===== config.mk =====
export PLATFORM = sky130hd
export DESIGN_NAME = numbers_arith_scheduler
export DESIGN_NICKNAME = d
export VERILOG_FILES = /design/src/rtl/numbers_arith_scheduler.sv
export SDC_FILE = /design/constraint.sdc
export NUM_CORES = 1
export LEC_CHECK = 0
export ABC_AREA = 0
export CAP_MARGIN = 30
export CORE_MARGIN = 1.5
export CORE_UTILIZATION = 55
export DETAILED_ROUTE_END_ITERATION = 10
export PLACE_DENSITY = 0.88
export SYNTH_ARGS = -nofsm -noshare
export SYNTH_HDL_FRONTEND = slang
export SYNTH_SLANG_ARGS = --single-unit

===== constraint.sdc =====
create_clock -name clk -period 8.9 [get_ports clk]
set_input_delay 1.78 -clock clk [delete_from_list [all_inputs] [get_ports clk]]
set_output_delay 1.78 -clock clk [all_outputs]
set_load 0.01 [all_outputs]

===== src/rtl/numbers_arith_scheduler.sv =====
`default_nettype none
// ============================================================================
//  Module      : numbers_arith_scheduler
//  Description : Two-requester round-robin front end for a small arithmetic
//                datapath: sum/diff/prod in one cycle, quot/rem through an
//                8-iteration restoring divider, single tagged response port.
//  Revision    : 1.0 - initial release
// ============================================================================
module numbers_arith_scheduler #(
  parameter logic [4:0] DZ_QUOT = 5'h1F
) (
  input  logic       clk,
  input  logic       rst_n,
  input  logic       req0_valid,
  output logic       req0_ready,
  input  logic [7:0] req0_a,
  input  logic [4:0] req0_b,
  input  logic [2:0] req0_op,
  input  logic       req1_valid,
  output logic       req1_ready,
  input  logic [7:0] req1_a,
  input  logic [4:0] req1_b,
  input  logic [2:0] req1_op,
  output logic       rsp_valid,
  input  logic       rsp_ready,
  output logic [4:0] rsp_data,
  output logic       rsp_id,
  output logic       rsp_err,
  output logic       busy
);

  localparam logic [2:0] c_OP_SUM  = 3'd0;
  localparam logic [2:0] c_OP_DIFF = 3'd1;
  localparam logic [2:0] c_OP_PROD = 3'd2;
  localparam logic [2:0] c_OP_QUOT = 3'd3;
  localparam logic [2:0] c_OP_REM  = 3'd4;
  localparam logic [2:0] c_LAST_ITER = 3'd7;

  typedef enum logic [1:0] {
    ST_IDLE = 2'd0,
    ST_DIV  = 2'd1,
    ST_RESP = 2'd2
  } state_t;

  state_t     r_state;
  logic       r_last;       // id of the requester served most recently
  logic       r_id;
  logic [2:0] r_op;
  logic [4:0] r_b;
  logic [7:0] r_dvd;        // dividend shifts out MSB-first, quotient shifts in
  logic [5:0] r_rem;        // partial remainder
  logic [2:0] r_cnt;
  logic       r_rsp_valid;
  logic [4:0] r_rsp_data;
  logic       r_rsp_err;

  logic       w_grant0;
  logic       w_grant1;
  logic       w_accept;
  logic [7:0] w_sel_a;
  logic [4:0] w_sel_b;
  logic [2:0] w_sel_op;
  logic       w_is_div;
  logic [4:0] w_fast_data;
  logic       w_fast_err;
  logic [6:0] w_rem_shift;
  logic       w_sub_ok;
  logic [5:0] w_rem_next;
  logic [4:0] w_quo_final;

  // Round-robin grant: a lone requester wins, a tie goes to the one not served last
  always_comb begin
    w_grant0 = 1'b0;
    w_grant1 = 1'b0;
    if (req0_valid && req1_valid) begin
      if (r_last) w_grant0 = 1'b1;
      else        w_grant1 = 1'b1;
    end else if (req0_valid) begin
      w_grant0 = 1'b1;
    end else if (req1_valid) begin
      w_grant1 = 1'b1;
    end
  end

  assign req0_ready = (r_state == ST_IDLE) && w_grant0;
  assign req1_ready = (r_state == ST_IDLE) && w_grant1;
  assign w_accept   = req0_ready || req1_ready;

  assign w_sel_a  = w_grant1 ? req1_a  : req0_a;
  assign w_sel_b  = w_grant1 ? req1_b  : req0_b;
  assign w_sel_op = w_grant1 ? req1_op : req0_op;
  assign w_is_div = ((w_sel_op == c_OP_QUOT) || (w_sel_op == c_OP_REM)) && (w_sel_b != 5'd0);

  // Single-cycle results; only the low 5 bits of a matter modulo 32
  always_comb begin
    w_fast_data = 5'd0;
    w_fast_err  = 1'b0;
    case (w_sel_op)
      c_OP_SUM:  w_fast_data = w_sel_a[4:0] + w_sel_b;
      c_OP_DIFF: w_fast_data = w_sel_a[4:0] - w_sel_b;
      c_OP_PROD: w_fast_data = w_sel_a[4:0] * w_sel_b;
      c_OP_QUOT: begin
        w_fast_data = DZ_QUOT;
        w_fast_err  = 1'b1;
      end
      c_OP_REM: begin
        w_fast_data = w_sel_a[4:0];
        w_fast_err  = 1'b1;
      end
      default: begin
        w_fast_data = 5'd0;
        w_fast_err  = 1'b1;
      end
    endcase
  end

  // One restoring-division step: shift in next dividend bit, subtract if it fits
  assign w_rem_shift = {r_rem, r_dvd[7]};
  assign w_sub_ok    = (w_rem_shift >= {2'b00, r_b});
  assign w_rem_next  = w_sub_ok ? 6'(w_rem_shift - {2'b00, r_b}) : w_rem_shift[5:0];
  assign w_quo_final = {r_dvd[3:0], w_sub_ok};

  // Control FSM plus operand, divider and response registers
  always_ff @(posedge clk or negedge rst_n) begin
    if (!rst_n) begin
      r_state     <= ST_IDLE;
      r_last      <= 1'b1;
      r_id        <= 1'b0;
      r_op        <= 3'd0;
      r_b         <= 5'd0;
      r_dvd       <= 8'd0;
      r_rem       <= 6'd0;
      r_cnt       <= 3'd0;
      r_rsp_valid <= 1'b0;
      r_rsp_data  <= 5'd0;
      r_rsp_err   <= 1'b0;
    end else begin
      case (r_state)
        ST_IDLE: begin
          if (w_accept) begin
            r_id  <= w_grant1;
            r_op  <= w_sel_op;
            r_b   <= w_sel_b;
            r_dvd <= w_sel_a;
            r_rem <= 6'd0;
            r_cnt <= 3'd0;
            if (w_is_div) begin
              r_state <= ST_DIV;
            end else begin
              r_rsp_valid <= 1'b1;
              r_rsp_data  <= w_fast_data;
              r_rsp_err   <= w_fast_err;
              r_state     <= ST_RESP;
            end
          end
        end
        ST_DIV: begin
          r_rem <= w_rem_next;
          r_dvd <= {r_dvd[6:0], w_sub_ok};
          r_cnt <= r_cnt + 3'd1;
          if (r_cnt == c_LAST_ITER) begin
            r_rsp_valid <= 1'b1;
            r_rsp_err   <= 1'b0;
            r_rsp_data  <= (r_op == c_OP_QUOT) ? w_quo_final : w_rem_next[4:0];
            r_state     <= ST_RESP;
          end
        end
        ST_RESP: begin
          if (rsp_ready) begin
            r_rsp_valid <= 1'b0;
            r_last      <= r_id;
            r_state     <= ST_IDLE;
          end
        end
        default: r_state <= ST_IDLE;
      endcase
    end
  end

  assign rsp_valid = r_rsp_valid;
  assign rsp_data  = r_rsp_data;
  assign rsp_err   = r_rsp_err;
  assign rsp_id    = r_id;
  assign busy      = (r_state != ST_IDLE);

endmodule
`default_nettype wire


==> out/metrics.csv <==
metric,value,unit
slew_headroom,43.1,%
post-layout-total-power,0.00109,W
cts.path.max_buffers,2,
cts-buffers-inserted,5,
sw_frac_of_total,44.7,%
power_per_cell_area,304,nW/um^2
detail-route-antenna-nets,0,
postSynthAreaPerCell,8.60,sq um
synth.yosys.seq_area_share,30.4,%
n_antenna_cell,0,
seqCellArea,902,sq um
clock_insertion_delay_worst_skew,300,ps
slowest_stage,sky130_fd_sc_hd__mux2i_1,
postLayoutCellArea,3600,sq um
die_area,5850,sq um
dp_worst_setup_slack,2120,ps
cts.htree.levels,2,
vias_in_the_first_global_route,2651,
report.final.setup_viol,0,
row_count,26,
total_switching_power,0.000488,W
crit_chain,clkdlybuf4s50_1 > a21boi_4 > buf_4 > mux2i_1 > nor2_1 > ha_1 > ha_1 > inv_1 > fa_1 > inv_1 > fa_1 > xnor2_1 > xnor2_1 > xnor2_1 > nand3b_1 > mux2i_1 > a211oi_1 > o221ai_1,
fmax,151,MHz
worstHoldPathType,reg2reg,
setup_repair_after_global_routing_missed_its_margin,false,
detail_route.wl_per_cell,16.3,um
cp_num_buf_inv,4,
vias_per_cell,5.91,
route.vias.total,2738,
worst-endpoint-required,9050,ps
synth_top_flop_cell,sky130_fd_sc_hd__dfrtp_1,
internal_power,0.000605,W
timing_hold_violations_final,0,
placed_area,3500,sq um
max_cap_viol_count,0,
path_clk_slew,80,ps
power.share.combinational,61.3,%
fraction_of_layout_instances_using_a_drive_strength_above_1,8.14,%
initial_utilization,57.7,%
report.final.slew_viol_count,0,
hpwlAfterDp,5790,um
sequentialPowerShare,27.0,%
portBuffers,47,
power.share.clock,11.7,%
worst_ir_drop_vdd,0.178,mV
grt_antenna_before_repair,0,
critPathTopFamily,adder cells,
die_y,76.5,um
layout.filler_cells,407,
synth_area_leaders,"sky130_fd_sc_hd__dfrtp_1 (30%), sky130_fd_sc_hd__ha_1 (8.0%), sky130_fd_sc_hd__mux2i_1 (7.4%), sky130_fd_sc_hd__nand2_1 (6.3%), sky130_fd_sc_hd__o21ai_0 (5.2%)",
syn_nets,405,
max_slew.worst_pin.slew,830,ps
post-synth-top-area-fraction,29.5,%
fin_skew,7.01,ps
yosysWarnings,0,
area.growth.synth_to_final,21.2,%
floorplan.io_pins,48,
post_cts_hold_buffer_count,0,
post_cts_resized,0,
place.gp.congestion,0.860,
fin_nets,452,
status,finished clean,
number_of_detailed_routing_iterations_run_before_antenna_repair,5,
finalWorstSetupSlack,2290,ps
async_sr_flop_fraction,100,%
wirelength,7550,um
multi_input_combinational_cell_area,1930,sq um
startpoint_type,input pin,
tritoncts,built,
static-leakage-power,1.62,nW
totalNegativeSetupSlack,0,ps
grt_pass1_wl,12600,um
timing_worst_setup_path_type,in2reg,
cells_after_synthesis,345,
synth_cell_type_count,61,
yosys.area.top_type,sky130_fd_sc_hd__dfrtp_1,
layout_min_cycle_time,6610,ps
post-cts-setup-buffer-count,0,
clockRootBuffer,sky130_fd_sc_hd__clkbuf_8,
maximum_number_of_pins_on_one_net_before_global_route_repair,37,
postSynthRegisterBits,36,
grtUsageTotal,27.1,%
drc,0,
global_route.overflow_total,0,
crit_path_max_incr_delay,620,ps
commonest_cells_after_routing_fill_and_taps_aside,"sky130_fd_sc_hd__nand2_1 (50), sky130_fd_sc_hd__clkdlybuf4s50_1 (47), sky130_fd_sc_hd__dfrtp_1 (35), sky130_fd_sc_hd__o21ai_0 (31), sky130_fd_sc_hd__nor2_1 (28)",
finalCritPeriodShare,74.3,%
end_kind,register,
synth.cell_area,2970,sq um
placeableCoreArea,5140,sq um
critical_path_most_common_cell,sky130_fd_sc_hd__xnor2_1,
drt-initial-drc-count,187,
synth_enable_flop_cells,0,
die_x,76.5,um
cp.arrival,6770,ps
mostFrequentLayoutCell,sky130_fd_sc_hd__nand2_1,
path_max_fanout,30,
clkSinkCount,36,
[area by class of cell]
cell class / instances / share of cell area, %
Clock buffer: 6 / 2.30
Inverter: 22 / 2.30
Timing Repair Buffer: 51 / 13.9
Clock inverter: 2 / 0.383
Multi-Input combinational cell: 276 / 53.6
Tap cell: 70 / 2.43
Sequential cell: 36 / 25.1
[per-layer routing]
layer	global-route usage, %	share of wire, %	wire [um]	vias up
met5	0	0	0	-
met4	9.07	1.9	144	0
met3	4.31	4.7	352	13
met2	46.2	49	3730	84
met1	35.0	44	3320	1330
li1	-	-	-	1311
[tightest hold or removal path, stage by stage (launching register included)]
cell                      delay [ps]
sky130_fd_sc_hd__dfrtp_1         340
sky130_fd_sc_hd__nand2_1          50
sky130_fd_sc_hd__o21ai_0          60
[synth_stat cells (2+ instances only)]
| library cell | instances |
|---|---|
| sky130_fd_sc_hd__xor2_1 | 6 |
| sky130_fd_sc_hd__o31ai_1 | 2 |
| sky130_fd_sc_hd__a31oi_1 | 3 |
| sky130_fd_sc_hd__inv_1 | 22 |
| sky130_fd_sc_hd__mux2_4 | 3 |
| sky130_fd_sc_hd__o21ai_0 | 31 |
| sky130_fd_sc_hd__and3_1 | 2 |
| sky130_fd_sc_hd__mux2i_1 | 22 |
| sky130_fd_sc_hd__nor3b_1 | 3 |
| sky130_fd_sc_hd__nand3b_1 | 2 |
| sky130_fd_sc_hd__nand2b_1 | 2 |
| sky130_fd_sc_hd__o22ai_1 | 2 |
| sky130_fd_sc_hd__buf_4 | 4 |
| sky130_fd_sc_hd__nand3_1 | 12 |
| sky130_fd_sc_hd__a22oi_1 | 3 |
| sky130_fd_sc_hd__o211ai_1 | 2 |
| sky130_fd_sc_hd__dfrtp_1 | 35 |
| sky130_fd_sc_hd__xnor2_1 | 14 |
| sky130_fd_sc_hd__nand2_1 | 50 |
| sky130_fd_sc_hd__ha_1 | 19 |
| sky130_fd_sc_hd__o21ai_1 | 2 |
| sky130_fd_sc_hd__nor3_1 | 2 |
| sky130_fd_sc_hd__a21o_1 | 4 |
| sky130_fd_sc_hd__a21oi_1 | 21 |
| sky130_fd_sc_hd__nor2_1 | 28 |
| sky130_fd_sc_hd__o21a_1 | 2 |
| sky130_fd_sc_hd__fa_1 | 4 |
| sky130_fd_sc_hd__mux2_2 | 2 |
| sky130_fd_sc_hd__nor2b_1 | 4 |
| sky130_fd_sc_hd__clkbuf_1 | 6 |
[sequential cells by signal, summed over array words and instances (netlist names)]
| name | flops |
|---|---|
| r_b | 5 |
| r_cnt | 3 |
| r_dvd | 8 |
| r_last | 1 |
| r_op | 3 |
| r_rem | 6 |
| r_state | 2 |
| rsp_data | 5 |
| rsp_err | 1 |
| rsp_id | 1 |
| rsp_valid | 1 |
[worst paths after layout]
path,end,depth (start not counted),slack [ps],start
hold reg to reg,r_op[2],2,480,r_op[2]
min in group asynchronous,r_rem[4],2,1890,rst_n
setup / recovery,rsp_data[4],18,2290,req1_valid
setup reg to reg,rsp_data[4],17,4020,r_last
max in group asynchronous,r_last,2,6660,rst_n
hold / removal,r_op[2],2,480,r_op[2]
[power groups by stage]
stage | registers, W | clock network, W | logic [W]
after floorplan | 0.000289 | 0 | 0.000480
after global placement | 0.000292 | 0 | 0.000638
after detailed placement | 0.000296 | 0 | 0.000660
after CTS | 0.000294 | 0.000128 | 0.000668
after global routing | 0.000304 | 0.000137 | 0.000735
final | 0.000296 | 0.000128 | 0.000671
[cell families (layout without fill, tap and decap cells)]
group                      Yosys count  in the layout  share of synthesized area [%]
DFF                                 36             36                           30.4
xor gates and xnor gates            20             20                           5.90
muxes                               28             28                           10.2
AOI/OAI and AO/OA                   89             89                           19.3
adders and majority gates           23             23                           10.7
and+or+nand+nor                    116            116                           18.5
buffers and inverters               33             81                           5.02
[through the flow]
stage                     hold WS [ps]  util [%]  std cells
final                              483      70.0        463
after CTS                          481      70.0        463
after floorplan                    442         -        345
after detailed placement           463      68.1        455
after global routing               505      70.0        463
after global placement             454      68.1        455
No activity file was read; power rests on OpenSTA's default activity.
